## config.mk

```make
export PLATFORM = sky130hd
export DESIGN_NAME = mem_port_arbiter
export DESIGN_NICKNAME = d
export VERILOG_FILES = /design/src/rtl/mem_port_arbiter.sv
export SDC_FILE = /design/constraint.sdc
export NUM_CORES = 1
export LEC_CHECK = 0
export ABC_AREA = 1
export CAP_MARGIN = 40
export CORE_AREA = 4 4 41 43
export DETAILED_ROUTE_END_ITERATION = 12
export DIE_AREA = 0 0 45 47
export GPL_ROUTABILITY_DRIVEN = 0
export MAX_ROUTING_LAYER = met4
export PLACE_DENSITY_LB_ADDON = 0.15
export SYNTH_ARGS = -nofsm -noshare
export SYNTH_HDL_FRONTEND = slang
export SYNTH_SLANG_ARGS = --single-unit
```

## constraint.sdc

```tcl
create_clock -name Clk -period 2.3 [get_ports Clk]
set_clock_uncertainty 0.15 [all_clocks]
set_input_delay 0.46 -clock Clk [delete_from_list [all_inputs] [get_ports Clk]]
set_output_delay 0.46 -clock Clk [all_outputs]
set_load 0.03 [all_outputs]
```

## src/rtl/mem_port_arbiter.sv

```systemverilog
// Round-robin arbiter/sequencer for one shared single-port memory.
// Requester A (fetch) and B (load/store) take turns; each access lasts LATENCY cycles.
module mem_port_arbiter #(
    parameter int unsigned LATENCY = 2,
    parameter int unsigned CNT_W   = 4
) (
    input  logic Clk,
    input  logic Reset_n,
    input  logic ReqA,
    input  logic WeA,
    input  logic ReqB,
    input  logic WeB,
    output logic Sel,
    output logic MemEn,
    output logic MemWe,
    output logic GntA,
    output logic GntB,
    output logic DoneA,
    output logic DoneB,
    output logic Busy
);

    typedef enum logic [1:0] {StIdle, StBusyA, StBusyB} state_e;

    localparam logic [CNT_W-1:0] LastCnt = CNT_W'(LATENCY - 1);

    state_e           state_q, state_d;
    logic [CNT_W-1:0] cnt_q, cnt_d;
    logic             last_b_q, last_b_d;
    logic             sel_q, sel_d;
    logic             last_cycle;

    assign last_cycle = (cnt_q == LastCnt);

    always_comb begin
        state_d  = state_q;
        cnt_d    = cnt_q;
        last_b_d = last_b_q;
        sel_d    = sel_q;
        GntA     = 1'b0;
        GntB     = 1'b0;
        DoneA    = 1'b0;
        DoneB    = 1'b0;
        MemWe    = 1'b0;

        unique case (state_q)
            StIdle: begin
                // last_b_q set means B won last time, so A wins a tie
                if (ReqA && (!ReqB || last_b_q)) begin
                    state_d  = StBusyA;
                    cnt_d    = '0;
                    sel_d    = 1'b0;
                    last_b_d = 1'b0;
                end else if (ReqB) begin
                    state_d  = StBusyB;
                    cnt_d    = '0;
                    sel_d    = 1'b1;
                    last_b_d = 1'b1;
                end
            end
            StBusyA: begin
                GntA  = 1'b1;
                MemWe = WeA;
                DoneA = last_cycle;
                cnt_d = cnt_q + 1'b1;
                if (last_cycle) state_d = StIdle;
            end
            StBusyB: begin
                GntB  = 1'b1;
                MemWe = WeB;
                DoneB = last_cycle;
                cnt_d = cnt_q + 1'b1;
                if (last_cycle) state_d = StIdle;
            end
            default: state_d = StIdle;
        endcase
    end

    assign Busy  = (state_q != StIdle);
    assign MemEn = Busy;
    assign Sel   = sel_q;

    always_ff @(posedge Clk or negedge Reset_n) begin
        if (!Reset_n) begin
            state_q  <= StIdle;
            cnt_q    <= '0;
            last_b_q <= 1'b1;
            sel_q    <= 1'b0;
        end else begin
            state_q  <= state_d;
            cnt_q    <= cnt_d;
            last_b_q <= last_b_d;
            sel_q    <= sel_d;
        end
    end

endmodule

```

==> impl_metrics.env, run 1 <==
export IMPL_place_ws_ns=0.177
export IMPL_wire_per_inst_um=10.7
export IMPL_ys_flop_type="dfrtp_1"
export IMPL_synth_common_cells="28 x nand2_1, 8 x inv_1, 7 x dfrtp_1"
export IMPL_fin_ws_ns=0.107
export IMPL_drive_above_1_share_pct=14.8
export IMPL_grt_antenna_before_repair=0
export IMPL_status="finished, final reports clean"
export IMPL_post_synth_top_count_cell="nand2_1"
export IMPL_rows=13
export IMPL_synthesis_area_um2=542
export IMPL_numCtsBuffers=3
export IMPL_synth_distinct_cells=16
export IMPL_post_drt_via_cell_ratio=4.74
export IMPL_drc=0
export IMPL_total_leakage_power_nw=0.404
export IMPL_fmax_mhz=456
export IMPL_yosys_warnings=0
export IMPL_synth_top_area_cell="dfrtp_1"
export IMPL_clock_latency_ns=0.26
export IMPL_whs_ns=0.311
export IMPL_synth_compound_area_share_pct=0.924
export IMPL_wl_mm=1.10
export IMPL_num_vias=488
export IMPL_setup_viol_count_final=0
export IMPL_clk_path_buf_depth=2
export IMPL_path_clk_slew_ns=0.06
export IMPL_slew_violations=0
export IMPL_yosys_area_share_simple_pct=40.4
export IMPL_syn_inst=71
export IMPL_core_area_mm2=0.00130
export IMPL_synth_seq_cells=8
export IMPL_hold_path_class="reg2reg"
export IMPL_period_share_pct=95.3
export IMPL_tns_ns=0
export IMPL_dieArea_mm2=0.00212
export IMPL_n_antenna_cell=0
export IMPL_p_per_area_mw_per_mm2=1290
export IMPL_cp_num_buf_inv=2
export IMPL_crit_slowest_cell="clkdlybuf4s50_1"
export IMPL_grt_overflow_total=0
export IMPL_slew_headroom_pct=73.6
export IMPL_die_w_um=45
export IMPL_post_cts_setup_buffer_count=0
export IMPL_grt_pass1_vias=438
export IMPL_critPathArrivalTime_ns=1.58
export IMPL_htreeDepth=1
export IMPL_crit_fanout=3
export IMPL_syn_area_per_cell_um2=7.63
export IMPL_clkSinkCount=8
export IMPL_slowest_delay_ns=0.68
export IMPL_cp_required_ns=1.69
export IMPL_setup_worst_path_class="reg2out"
export IMPL_crit_family="buffers and inverters"
export IMPL_rsz0062_at_grt="false"
export IMPL_initial_core_util_pct=41.6
export IMPL_syn_nets=82
export IMPL_yosys_area_share_xor_xnor_pct=1.62
export IMPL_clockRootBuffer="clkbuf_4"
export IMPL_peakVddDrop_mv=0.762
export IMPL_grt_pass1_wl_mm=1.84
export IMPL_synthAdderAreaFrac_pct=11.5
export IMPL_grt_use_total_pct=12.5
export IMPL_die_y_um=47
export IMPL_drt_iter0_drc=7
export IMPL_yosys_mux_area_fraction_pct=0
export IMPL_synthTopCellsByArea="dfrtp_1 32%, nand2_1 19%, ha_1 12%"
export IMPL_grt_max_degree=9
export IMPL_nets=100
export IMPL_synthArstFlopShare_pct=100
export IMPL_ys_seq_area_share_pct=37.2
export IMPL_cts_tree="done"
export IMPL_worstPathCellList="inv_1 -> ha_1 -> clkdlybuf4s50_1"
export IMPL_tightest_slew_ns=0.395
export IMPL_port_buffers=13
export IMPL_synth_top_family_by_area="simple AND/OR/NAND/NOR gates"
export IMPL_synth_edf_count=0
export IMPL_yosysTopAreaCellShare_pct=32.3
export IMPL_final_hold_viol_count=0
export IMPL_boundaryPins=14
export IMPL_area_delta_synth_final_pct=31.4
export IMPL_drtPass1Iterations=3
export IMPL_min_period_ns=2.19
export IMPL_start_kind="flip-flop"
export IMPL_post_dp_hpwl_um=890
export IMPL_max_cap_violations=0
export IMPL_cp_end_kind="primary output"
export IMPL_antenna_left=0
-- cell families after synthesis --
family                   Yosys count
adder cells (fa/ha/maj)            5
flip-flops                         8
AO/OA/AOI/OAI                      1
buffers and inverters             11
AND/OR/NAND/NOR                   45
XOR/XNOR                           1
-- placed cells by master, fill, tap and decap left out, drive strengths merged --
cell and count:
a21oi 1, buf 2, xor2 1, ha 5, dfstp 1, nor2 5, clkbuf 4, dfrtp 7
inv 10, nand3b 2, dlygate4sd2 4, nand4 2, nand3 4, dlymetal6s2s 1, clkdlybuf4s50 7, nand2 32
-- timing repair --
| item | CTS | global route |
|---|---|---|
| pin swaps | 0 | 0 |
| gates resized for setup | 4 | 1 |
| hold buffers | 0 | 0 |
| setup endpoints to repair | 4 | 1 |
-- cell type report --
type                    instances  area (µm²)
repair buffers                 14         133
fillers                       142         589
flip-flops and latches          8         201
well taps                      15        18.8
clock buffers                   4        26.3
multi-input cells              52         295
inverters                      10        37.5
-- worst reg2reg max path, delay by kind of cell, from the launching register on --
kind	cells	cell delay, ns
adders and majority gates	1	0.41
and+or+nand+nor	4	0.26
DFF	1	0.38
buffers and inverters	2	0.16
-- flip-flops by register name, summed over array words and instances, names as in the netlist --
name	count
state_q	2
cnt_q	4
Sel	1
last_b_q	1
-- report_power, final --
part	leakage, nW	switching (mW)	internal (mW)
clock network	0.0150	0.0534	0.0667
registers	0.103	0.0425	0.198
logic	0.286	0.352	0.205
-- per-layer routing --
| metal | vias up | part of all wire, % | GRT usage, % |
|---|---|---|---|
| li1 | 250 | - | - |
| met1 | 223 | 46 | 15.2 |
| met2 | 13 | 46 | 20.1 |
| met3 | 2 | 6.9 | 3.83 |
| met4 | 0 | 0.91 | 3.51 |
| met5 | - | 0 | - |
-- metrics by stage --
stage | power, mW | area [µm²] | cells | util (%)
after floorplan | 0.651 | 542 | 71 | -
after global placement | 0.818 | 688 | 99 | 52.9
after detailed placement | 0.825 | 688 | 99 | 52.9
after CTS | 0.927 | 709 | 103 | 54.5
after global routing | 0.990 | 712 | 103 | 54.7
final | 0.917 | 712 | 103 | 54.7
-- final timing paths --
check	start	end	slack [ns]	cells past startpoint
max	state_q[1]	GntA	0.11	3
min	last_b_q	last_b_q	0.31	2
max reg2reg	state_q[0]	cnt_q[3]	0.82	7
min reg2reg	last_b_q	last_b_q	0.31	2
max in group asynchronous	Reset_n	last_b_q	1.33	1
min in group asynchronous	Reset_n	cnt_q[0]	0.34	1
Note: power is estimated with default switching activity, not from simulation.
==> run 2, diff against run 1 <==
- GPL_TIMING_DRIVEN: unset -> 0
- PLACE_DENSITY: unset -> 0.69
- PLACE_DENSITY_LB_ADDON: 0.15 -> unset
==> run 2 against run 1 <==
  * First-iteration DRC count unchanged
  * Worst hold slack improved by 0.0070 ns
  * Final area unchanged
  * Wire length decreased by 10%
  * Clock-buffer cell count unchanged
  * Sequential cell count unchanged
  * Clock power decreased by 8%
  * Non-clock buffer count unchanged
  * Sequential share of layout area unchanged
  * Largest power group unchanged
==> impl_metrics.env, run 2 (synthesized netlist as in run 1, its figures left out) <==
export IMPL_status="finished, final reports clean"
export IMPL_slew_headroom_pct=76.4
export IMPL_grtUsageMet1_pct=14.3
export IMPL_n_antenna_cell=0
export IMPL_whs_ns=0.318
export IMPL_largest_register_ffs=4
export IMPL_hold_path_class="reg2reg"
export IMPL_reg_top3="cnt_q (4), state_q (2)"
export IMPL_utilization_pct=54.7
export IMPL_wl_um=993
export IMPL_whs_path_depth=2
export IMPL_cp_end_kind="primary output"
export IMPL_cp_required_ns=1.69
export IMPL_grt_max_degree=9
export IMPL_peakVddDrop_mv=0.628
export IMPL_final_hold_viol_count=0
export IMPL_setup_worst_path_class="reg2out"
export IMPL_met2_usage_pct=18.1
export IMPL_total_leakage_power_nw=0.402
export IMPL_setup_viol_count_final=0
export IMPL_drt_iter0_drc=7
export IMPL_area_delta_synth_final_pct=31.4
export IMPL_placed_cell_area_um2=691
export IMPL_start_kind="flip-flop"
export IMPL_rsz0062_at_grt="false"
export IMPL_tns_ns=0
export IMPL_fin_cells=103
export IMPL_grt_use_met3_pct=1.53
export IMPL_htreeDepth=1
export IMPL_clk_path_buf_depth=2
export IMPL_clkSinkCount=8
export IMPL_dieArea_mm2=0.00212
export IMPL_clock_latency_ns=0.25
export IMPL_wire_per_inst_um=9.64
export IMPL_die_y_um=47
export IMPL_post_cts_setup_buffer_count=0
export IMPL_grt_pass1_vias=468
export IMPL_tightest_slew_ns=0.352
export IMPL_initial_core_util_pct=41.6
export IMPL_core_area_mm2=0.00130
export IMPL_path_clk_slew_ns=0.05
export IMPL_grt_antenna_before_repair=0
export IMPL_drive_above_1_share_pct=15.9
export IMPL_dp_cells=99
export IMPL_numCtsBuffers=3
export IMPL_post_dp_hpwl_um=803
export IMPL_final_common_cell="nand2_1"
export IMPL_largest_register="cnt_q"
export IMPL_fillerInstances=129
export IMPL_grt_use_total_pct=11.9
export IMPL_min_period_ns=2.19
export IMPL_clockRootBuffer="clkbuf_4"
export IMPL_max_cap_violations=0
export IMPL_nets=100
export IMPL_r2r_cells=7
export IMPL_period_share_pct=95.2
export IMPL_rows=13
export IMPL_critPathArrivalTime_ns=1.58
export IMPL_grt_pass1_wl_mm=1.75
export IMPL_drtPass1Iterations=4
export IMPL_final_cell_mix="28 x nand2_1, 8 x inv_1, 7 x dfrtp_1, 7 x clkdlybuf4s50_1, 5 x nor2_1"
export IMPL_busiest_layer="met2"
export IMPL_slew_violations=0
export IMPL_fin_ws_ns=0.111
export IMPL_boundaryPins=14
export IMPL_port_buffers=13
export IMPL_p_total_mw=0.908
export IMPL_grt_overflow_total=0
export IMPL_die_w_um=45
export IMPL_cts_tree="done"
export IMPL_p_per_area_mw_per_mm2=1280
export IMPL_num_vias=466
export IMPL_place_ws_ns=-0.0720
export IMPL_fmax_mhz=457
export IMPL_fin_area_um2=712
export IMPL_post_drt_via_cell_ratio=4.52
export IMPL_drc=0
export IMPL_antenna_left=0
export IMPL_crit_fanout=3
-- run 2: metal layers --
layer | vias to the layer above | wire length, µm
li1 | 252 | -
met1 | 201 | 440
met2 | 11 | 464
met3 | 2 | 78
met4 | 0 | 9
met5 | - | 0
-- run 2: path summary, 6_finish.rpt --
path,from,slack (ns),end
setup / recovery,state_q[0],0.11,GntB
hold / removal,last_b_q,0.32,last_b_q
setup reg to reg,state_q[1],0.89,cnt_q[0]
hold reg to reg,last_b_q,0.32,last_b_q
max in group asynchronous,Reset_n,1.36,last_b_q
min in group asynchronous,Reset_n,0.33,cnt_q[0]
-- run 2: report_power, final --
group / internal (mW) / switching, mW / leakage [nW]
Clock: 0.0662 / 0.0449 / 0.0150
Combinational: 0.210 / 0.348 / 0.284
Sequential: 0.198 / 0.0408 / 0.103
-- run 2: critical path, cell delays in order, from the launching register on --
cell	delay (ns)
dfrtp_1	0.39
inv_1	0.09
ha_1	0.18
clkdlybuf4s50_1	0.68
-- run 2: layout make-up --
class / instances / area (µm²) / area share, %
clock buffer: 4 / 26.3 / 3.69
timing repair buffer: 13 / 123 / 17.2
inverter: 10 / 37.5 / 5.27
tap: 15 / 18.8 / 2.64
sequential: 8 / 201 / 28.3
buffer: 1 / 7.51 / 1.05
multi-input combinational: 52 / 298 / 41.8
-- run 2: what timing repair did --
item / 4_1_cts / 5_1_grt
setup endpoints to repair: 5 / 2
gates resized for setup: 6 / 3
pin swaps: 0 / 0
hold buffers: 0 / 0
